$ cat config.mk
export PLATFORM = sky130hd
export DESIGN_NAME = mac_issue_sched
export DESIGN_NICKNAME = d
export VERILOG_FILES = /design/src/rtl/mac_pkg.sv /design/src/rtl/mac_rr_arbiter.sv /design/src/rtl/mac_issue_sched.sv
export SDC_FILE = /design/constraint.sdc
export NUM_CORES = 1
export LEC_CHECK = 0
export BUFFER_PORTS_ARGS = -buffer_cell sky130_fd_sc_hd__buf_4
export CAP_MARGIN = 15
export CORE_AREA = 5 5 67 69
export CTS_CLUSTER_DIAMETER = 30
export CTS_CLUSTER_SIZE = 8
export DETAILED_ROUTE_END_ITERATION = 16
export DIE_AREA = 0 0 72 74
export PLACE_DENSITY_LB_ADDON = 0.2
export SLEW_MARGIN = 5
export SYNTH_ARGS = -nofsm -noshare
export SYNTH_HDL_FRONTEND = slang
export SYNTH_SLANG_ARGS = --single-unit
export TNS_END_PERCENT = 20
$ cat constraint.sdc
create_clock -name clk -period 5 [get_ports clk]
set_clock_uncertainty 0.15 [all_clocks]
set_input_delay 1 -clock clk [delete_from_list [all_inputs] [get_ports clk]]
set_output_delay 1 -clock clk [all_outputs]
set_load 0.02 [all_outputs]
$ cat src/rtl/mac_pkg.sv
// Shared widths and the in-flight tag type for the MAC issue scheduler.
// Optional build macro: MAC_SCHED_FIXED_PRIO_EN (fixed-priority arbitration).
package mac_pkg;

  localparam int INSTR_W     = 3;
  localparam int OP_W        = 16;
  localparam int RES_W       = 32;
  localparam int MAC_LAT_DEF = 3;
  localparam int ID_W        = 3;  // wide enough for up to 8 requesters

  localparam logic [INSTR_W-1:0] INSTR_NOP = '0;

  typedef struct packed {
    logic            valid;
    logic [ID_W-1:0] id;
  } tag_t;

endpackage

$ cat src/rtl/mac_rr_arbiter.sv
// Request arbiter for the shared MAC: one-hot grant plus winner index, falling-edge pointer.
// MAC_SCHED_FIXED_PRIO_EN defined -> lowest index always wins and the pointer is removed.
module mac_rr_arbiter
  import mac_pkg::*;
#(
  parameter int N_REQ = 2
) (
  input  logic             clk,
  input  logic             reset,
  input  logic [N_REQ-1:0] req_i,
  input  logic             advance_i,
  output logic [N_REQ-1:0] gnt_o,
  output logic [ID_W-1:0]  idx_o
);

`ifdef MAC_SCHED_FIXED_PRIO_EN

  logic unused_fixed;
  assign unused_fixed = ^{clk, reset, advance_i};

  always_comb begin
    // NOTE: every combinational output gets a default first so no path leaves it unassigned (no latch).
    gnt_o = '0;
    idx_o = '0;
    for (int i = N_REQ - 1; i >= 0; i--) begin
      if (req_i[i]) begin
        gnt_o    = '0;
        gnt_o[i] = 1'b1;
        idx_o    = ID_W'(i);
      end
    end
  end

`else

  logic [ID_W-1:0] ptr_q, ptr_d;
  logic            found;

  // Search starts at the pointer and wraps; the first requester found wins.
  always_comb begin
    gnt_o = '0;
    idx_o = '0;
    found = 1'b0;
    for (int k = 0; k < N_REQ; k++) begin
      for (int i = 0; i < N_REQ; i++) begin
        if (!found && req_i[i] && (((int'(ptr_q) + k) % N_REQ) == i)) begin
          found    = 1'b1;
          gnt_o[i] = 1'b1;
          idx_o    = ID_W'(i);
        end
      end
    end
  end

  always_comb begin
    ptr_d = ptr_q;
    if (advance_i) ptr_d = (int'(idx_o) == N_REQ - 1) ? '0 : idx_o + ID_W'(1);
  end

  // NOTE: state registers use non-blocking assignment so every flop samples pre-edge values.
  always_ff @(negedge clk or posedge reset) begin
    if (reset) ptr_q <= '0;
    else       ptr_q <= ptr_d;
  end

`endif

endmodule

$ cat src/rtl/mac_issue_sched.sv
// Issues requester ops onto one shared 16x16 MAC and returns each result to its issuer via a tag pipe.
// Build macro MAC_SCHED_FIXED_PRIO_EN selects fixed priority inside mac_rr_arbiter.
module mac_issue_sched
  import mac_pkg::*;
#(
  parameter int N_REQ   = 2,
  parameter int MAC_LAT = MAC_LAT_DEF
) (
  input  logic                     clk,
  input  logic                     reset,
  input  logic [N_REQ-1:0]         req_valid,
  output logic [N_REQ-1:0]         req_ready,
  input  logic [INSTR_W*N_REQ-1:0] req_instr,
  input  logic [OP_W*N_REQ-1:0]    req_a,
  input  logic [OP_W*N_REQ-1:0]    req_b,
  input  logic                     hold,
  output logic [INSTR_W-1:0]       mac_instruction,
  output logic [OP_W-1:0]          mac_multiplier,
  output logic [OP_W-1:0]          mac_multiplicand,
  output logic                     mac_stall,
  input  logic [RES_W-1:0]         mac_result,
  output logic [N_REQ-1:0]         resp_valid,
  output logic [RES_W-1:0]         resp_data,
  output logic                     busy
);

  logic [N_REQ-1:0] gnt;
  logic [ID_W-1:0]  gnt_idx;
  logic             transfer;
  tag_t             pipe_q [MAC_LAT];

  mac_rr_arbiter #(.N_REQ(N_REQ)) u_arb (
    .clk       (clk),
    .reset     (reset),
    .req_i     (req_valid),
    .advance_i (transfer),
    .gnt_o     (gnt),
    .idx_o     (gnt_idx)
  );

  assign req_ready = gnt & {N_REQ{~hold & ~reset}};
  assign transfer  = |req_ready;
  assign mac_stall = hold;
  assign resp_data = mac_result;

  // Idle cycles drive a NOP with zero operands so the MAC never sees stale data.
  always_comb begin
    mac_instruction  = INSTR_NOP;
    mac_multiplier   = '0;
    mac_multiplicand = '0;
    for (int i = 0; i < N_REQ; i++) begin
      if (req_ready[i]) begin
        mac_instruction  = req_instr[INSTR_W*i +: INSTR_W];
        mac_multiplier   = req_a[OP_W*i +: OP_W];
        mac_multiplicand = req_b[OP_W*i +: OP_W];
      end
    end
  end

  // Tag pipe advances every edge, hold or not, because the MAC itself never freezes.
  always_ff @(negedge clk or posedge reset) begin
    if (reset) begin
      for (int k = 0; k < MAC_LAT; k++) pipe_q[k] <= '0;
    end else begin
      pipe_q[0] <= '{valid: transfer, id: gnt_idx};
      for (int k = 1; k < MAC_LAT; k++) pipe_q[k] <= pipe_q[k-1];
    end
  end

  always_comb begin
    resp_valid = '0;
    for (int i = 0; i < N_REQ; i++)
      resp_valid[i] = pipe_q[MAC_LAT-1].valid && (pipe_q[MAC_LAT-1].id == ID_W'(i));
  end

  always_comb begin
    busy = 1'b0;
    for (int k = 0; k < MAC_LAT; k++) busy = busy | pipe_q[k].valid;
  end

endmodule
==> impl_summary.log <==
INFO  metric clock_power_share = a little over a quarter
INFO  metric routed-via-count = approximately 1.1k
INFO  metric cp_slowest_cell = sky130_fd_sc_hd__dfrtn_1
INFO  metric cts_sinks = 7
INFO  metric path_class = register to primary output
INFO  metric die_h = ~74 µm
INFO  metric final_net_count = 287
INFO  metric syn-num-nets = 202
INFO  metric drive_gt1_share = 71.5%
INFO  metric critical_path.max_stage_delay = a little over 400 ps
INFO  metric maxCapViolCount = 0
INFO  metric final_util = between 40 and 50%
INFO  metric cts_tree = built
INFO  metric route.detailed.wl_per_inst = around 19 µm
INFO  metric place_congestion = around 0.75
INFO  metric timing_max_transition_violations_final = 0
INFO  metric postCtsSetupBuffers = 0
INFO  metric p_sw_share = ~31%
INFO  metric grt_pass1_vias = 1107
INFO  metric pre_cts_slack = approximately 65 ps
INFO  metric avg_inst_size_synth = around 9.3 µm²
INFO  metric drt_drc_violations_left = 0
INFO  metric timing.critical_path.to_type = primary output
INFO  metric floorplan.io_pins = 180
INFO  metric timing.critical_path.arrival = 4030 ps
INFO  metric combPwrFrac = 51.6%
INFO  metric numCtsBuffers = 3
INFO  metric buffer_depth_of_the_longest_clock_path = 2
INFO  metric timing_worst_slew_pin_value = ~270 ps
INFO  metric rows = 23
INFO  metric area_of_the_multi_input_gates = 403 µm²
INFO  metric slew-limit-headroom = 82.1%
INFO  metric diodes = 0
INFO  metric clock_latency = about 250 ps
INFO  metric setup_repair_after_global_routing_missed_its_margin = yes
INFO  metric via_per_inst = between 4 and 5
INFO  metric synth_cells = between 90 and 100
INFO  metric synth-seq-area-share = 19.8%
INFO  metric die_area = around 5300 µm²
INFO  metric grtUsageTotal = between 10% and 20%
INFO  metric die_width = between 70 and 80 µm
INFO  metric run_status = finished, violations left
INFO  metric cp-start-kind = register
INFO  metric fin_worst_setup_slack = -177 ps
INFO  metric clk_pin_slew_worst_paths = around 30 ps
INFO  metric drt-pass1-iter-count = 4
INFO  metric dp.final_hpwl = between 3 and 4 mm
INFO  metric coreArea = a little under 4000 µm²
INFO  metric worst_path_dominant_cell_family = compound AO/OA/AOI/OAI gates
INFO  metric antenna_found_initial = 0
INFO  metric internal_power_contribution = 208 µW
INFO  metric yosysWarningCount = 0
INFO  metric regArea = about 180 µm²
INFO  metric report.final.hold_viol_count = 0
INFO  metric post_dp_cell_area = 1570 µm²
INFO  metric global_route_wire_length_before_repair = 6.04 mm
INFO  metric clock_tree.htree_level_count = 1
INFO  metric synth.distinct_cells = 17
INFO  metric placedCellCount = 225
INFO  metric finalPower = between 200 and 300 µW
INFO  metric cts.hold.buffers_added = 0
INFO  metric instances_no_fill = around 230
INFO  metric cts-root-buf = sky130_fd_sc_hd__clkbuf_8
INFO  metric failed_checks = negative setup slack
INFO  metric grt_start_max_net_pins = 38
INFO  metric finish.instance_area = 1730 µm²
INFO  metric finalWirelength = roughly 4.4 mm
INFO  metric critPathMaxFanout = 37
INFO  metric total_power_density_per_cell_area = 173 nW/µm²
INFO  metric grt-ovfl-total = 0
INFO  metric ys_ff_latch = 7
INFO  metric start_util = 23.0%
INFO  metric syn_area = ~890 µm²
INFO  metric path_buf_inv = 3
INFO  metric fillers = 400
INFO  metric setup_viol = 36
INFO  metric cp.required = 3850 ps
INFO  metric dr.first_iter.drc_count = 38
INFO  metric flow.area_growth_from_synthesis = 95.2%
INFO  metric power_frac_seq = around 22%
INFO  metric vdd_ir_drop_max = just under 0.08 mV
INFO  metric timing.critical_path.cells = inv_2 -> a211oi_4 -> buf_12 -> a22o_1 -> buf_6
INFO  metric port_buffers = approximately 120
INFO  metric cellLeakagePower = a little over 0.0009 µW
INFO  metric netSwitchingPower = 91.8 µW
INFO  metric ant_nets = 0
INFO  metric min_path_type = register to register
==> worst reg2reg max path, delay by kind of cell, from the launching register on <==
kind,cells,cell delay (ps)
DFF,1,410
buffers and inverters,2,290
and+or+nand+nor,1,270
AOI/OAI and AO/OA,1,50
==> state kept, by name, indices dropped and copies added, names as in the netlist <==
register     count
u_arb.ptr_q      1
pipe_q           6
==> logic make-up after synthesis <==
kind of cell | count (synthesis) | synth area share, %
DFF | 7 | 19.8
buffers and inverters | 42 | 34.7
AOI/OAI and AO/OA | 39 | 40.3
and+or+nand+nor | 7 | 5.23
==> final timing paths <==
kind	end	start	depth (start not counted)	slack (ps)
max	mac_multiplicand[3]	u_arb.ptr_q[0]	5	-180
min	pipe_q[4]	pipe_q[8]	0	150
max reg2reg	pipe_q[11]	u_arb.ptr_q[0]	4	3670
min in group asynchronous	pipe_q[8]	reset	2	2940
max in group asynchronous	pipe_q[0]	reset	2	1520
min reg2reg	pipe_q[4]	pipe_q[8]	0	150
==> timing repair <==
item                                    CTS  global route
gates cloned                              0             0
pin swaps                                17             9
endpoints found under the setup margin   36            36
gates resized for setup                  27             4
==> synth_stat cells (all sizes together) <==
cell	n	area share, %
buf	39	33
a22o	35	35
dfrtn	7	20
inv	3	1.3
a21oi	2	2.4
or2	2	1.4
a211oi	1	2.3
a2bb2oi	1	0.99
and2	1	0.71
nand2	1	0.42
nor2b	1	0.71
or3	1	0.71
or3b	1	1.3
==> routing by layer <==
metal / track usage [%] / up-vias / part of all wire, %
met3: 13.2 / 2 / 18
met4: 1.46 / 0 / 0.046
met1: 14.7 / 470 / 29
li1: - / 490 / -
met5: 0 / - / 0
met2: 24.5 / 89 / 53
==> power by group through the flow <==
stage / Sequential (µW) / Clock (µW) / Combinational, µW
global route: 67.9 / 87.3 / 166
floorplan: 68.2 / 0 / 97.3
finish: 67.1 / 77.9 / 155
global placement: 67.5 / 0 / 145
CTS: 67.3 / 81.3 / 155
detailed placement: 67.7 / 0 / 146
==> metrics by stage <==
step | hold WS, ps | setup TNS [ps]
floorplan | 142 | -1230
global placement | 145 | 0
detailed placement | 152 | 0
CTS | 149 | -5170
global route | 152 | -7650
finish | 147 | -4800
==> cell usage in the layout (no fill, tap or decap) <==
master and n:
sky130_fd_sc_hd__nor2b_1 1, sky130_fd_sc_hd__a21oi_4 1, sky130_fd_sc_hd__a2bb2oi_1 1, sky130_fd_sc_hd__buf_6 30
sky130_fd_sc_hd__a21oi_1 1, sky130_fd_sc_hd__buf_12 2, sky130_fd_sc_hd__or2_1 1, sky130_fd_sc_hd__or3_1 1
sky130_fd_sc_hd__clkinv_2 1, sky130_fd_sc_hd__inv_2 1, sky130_fd_sc_hd__a22o_1 35, sky130_fd_sc_hd__or3b_4 1
sky130_fd_sc_hd__and2_1 1, sky130_fd_sc_hd__clkbuf_8 3, sky130_fd_sc_hd__inv_1 2, sky130_fd_sc_hd__nand2_1 1
sky130_fd_sc_hd__or2_2 1, sky130_fd_sc_hd__dfrtn_1 7, sky130_fd_sc_hd__buf_4 87, sky130_fd_sc_hd__a211oi_4 1
==> cell type report <==
cell class / count / share of cell area [%]
clock buffer: 3 / 2.39
clock inverter: 1 / 0.289
multi-input combinational: 46 / 23.3
timing repair buffer: 119 / 59.6
tap: 50 / 3.62
sequential: 7 / 10.1
inverter: 3 / 0.651
No activity file was read; power rests on OpenSTA's default activity.
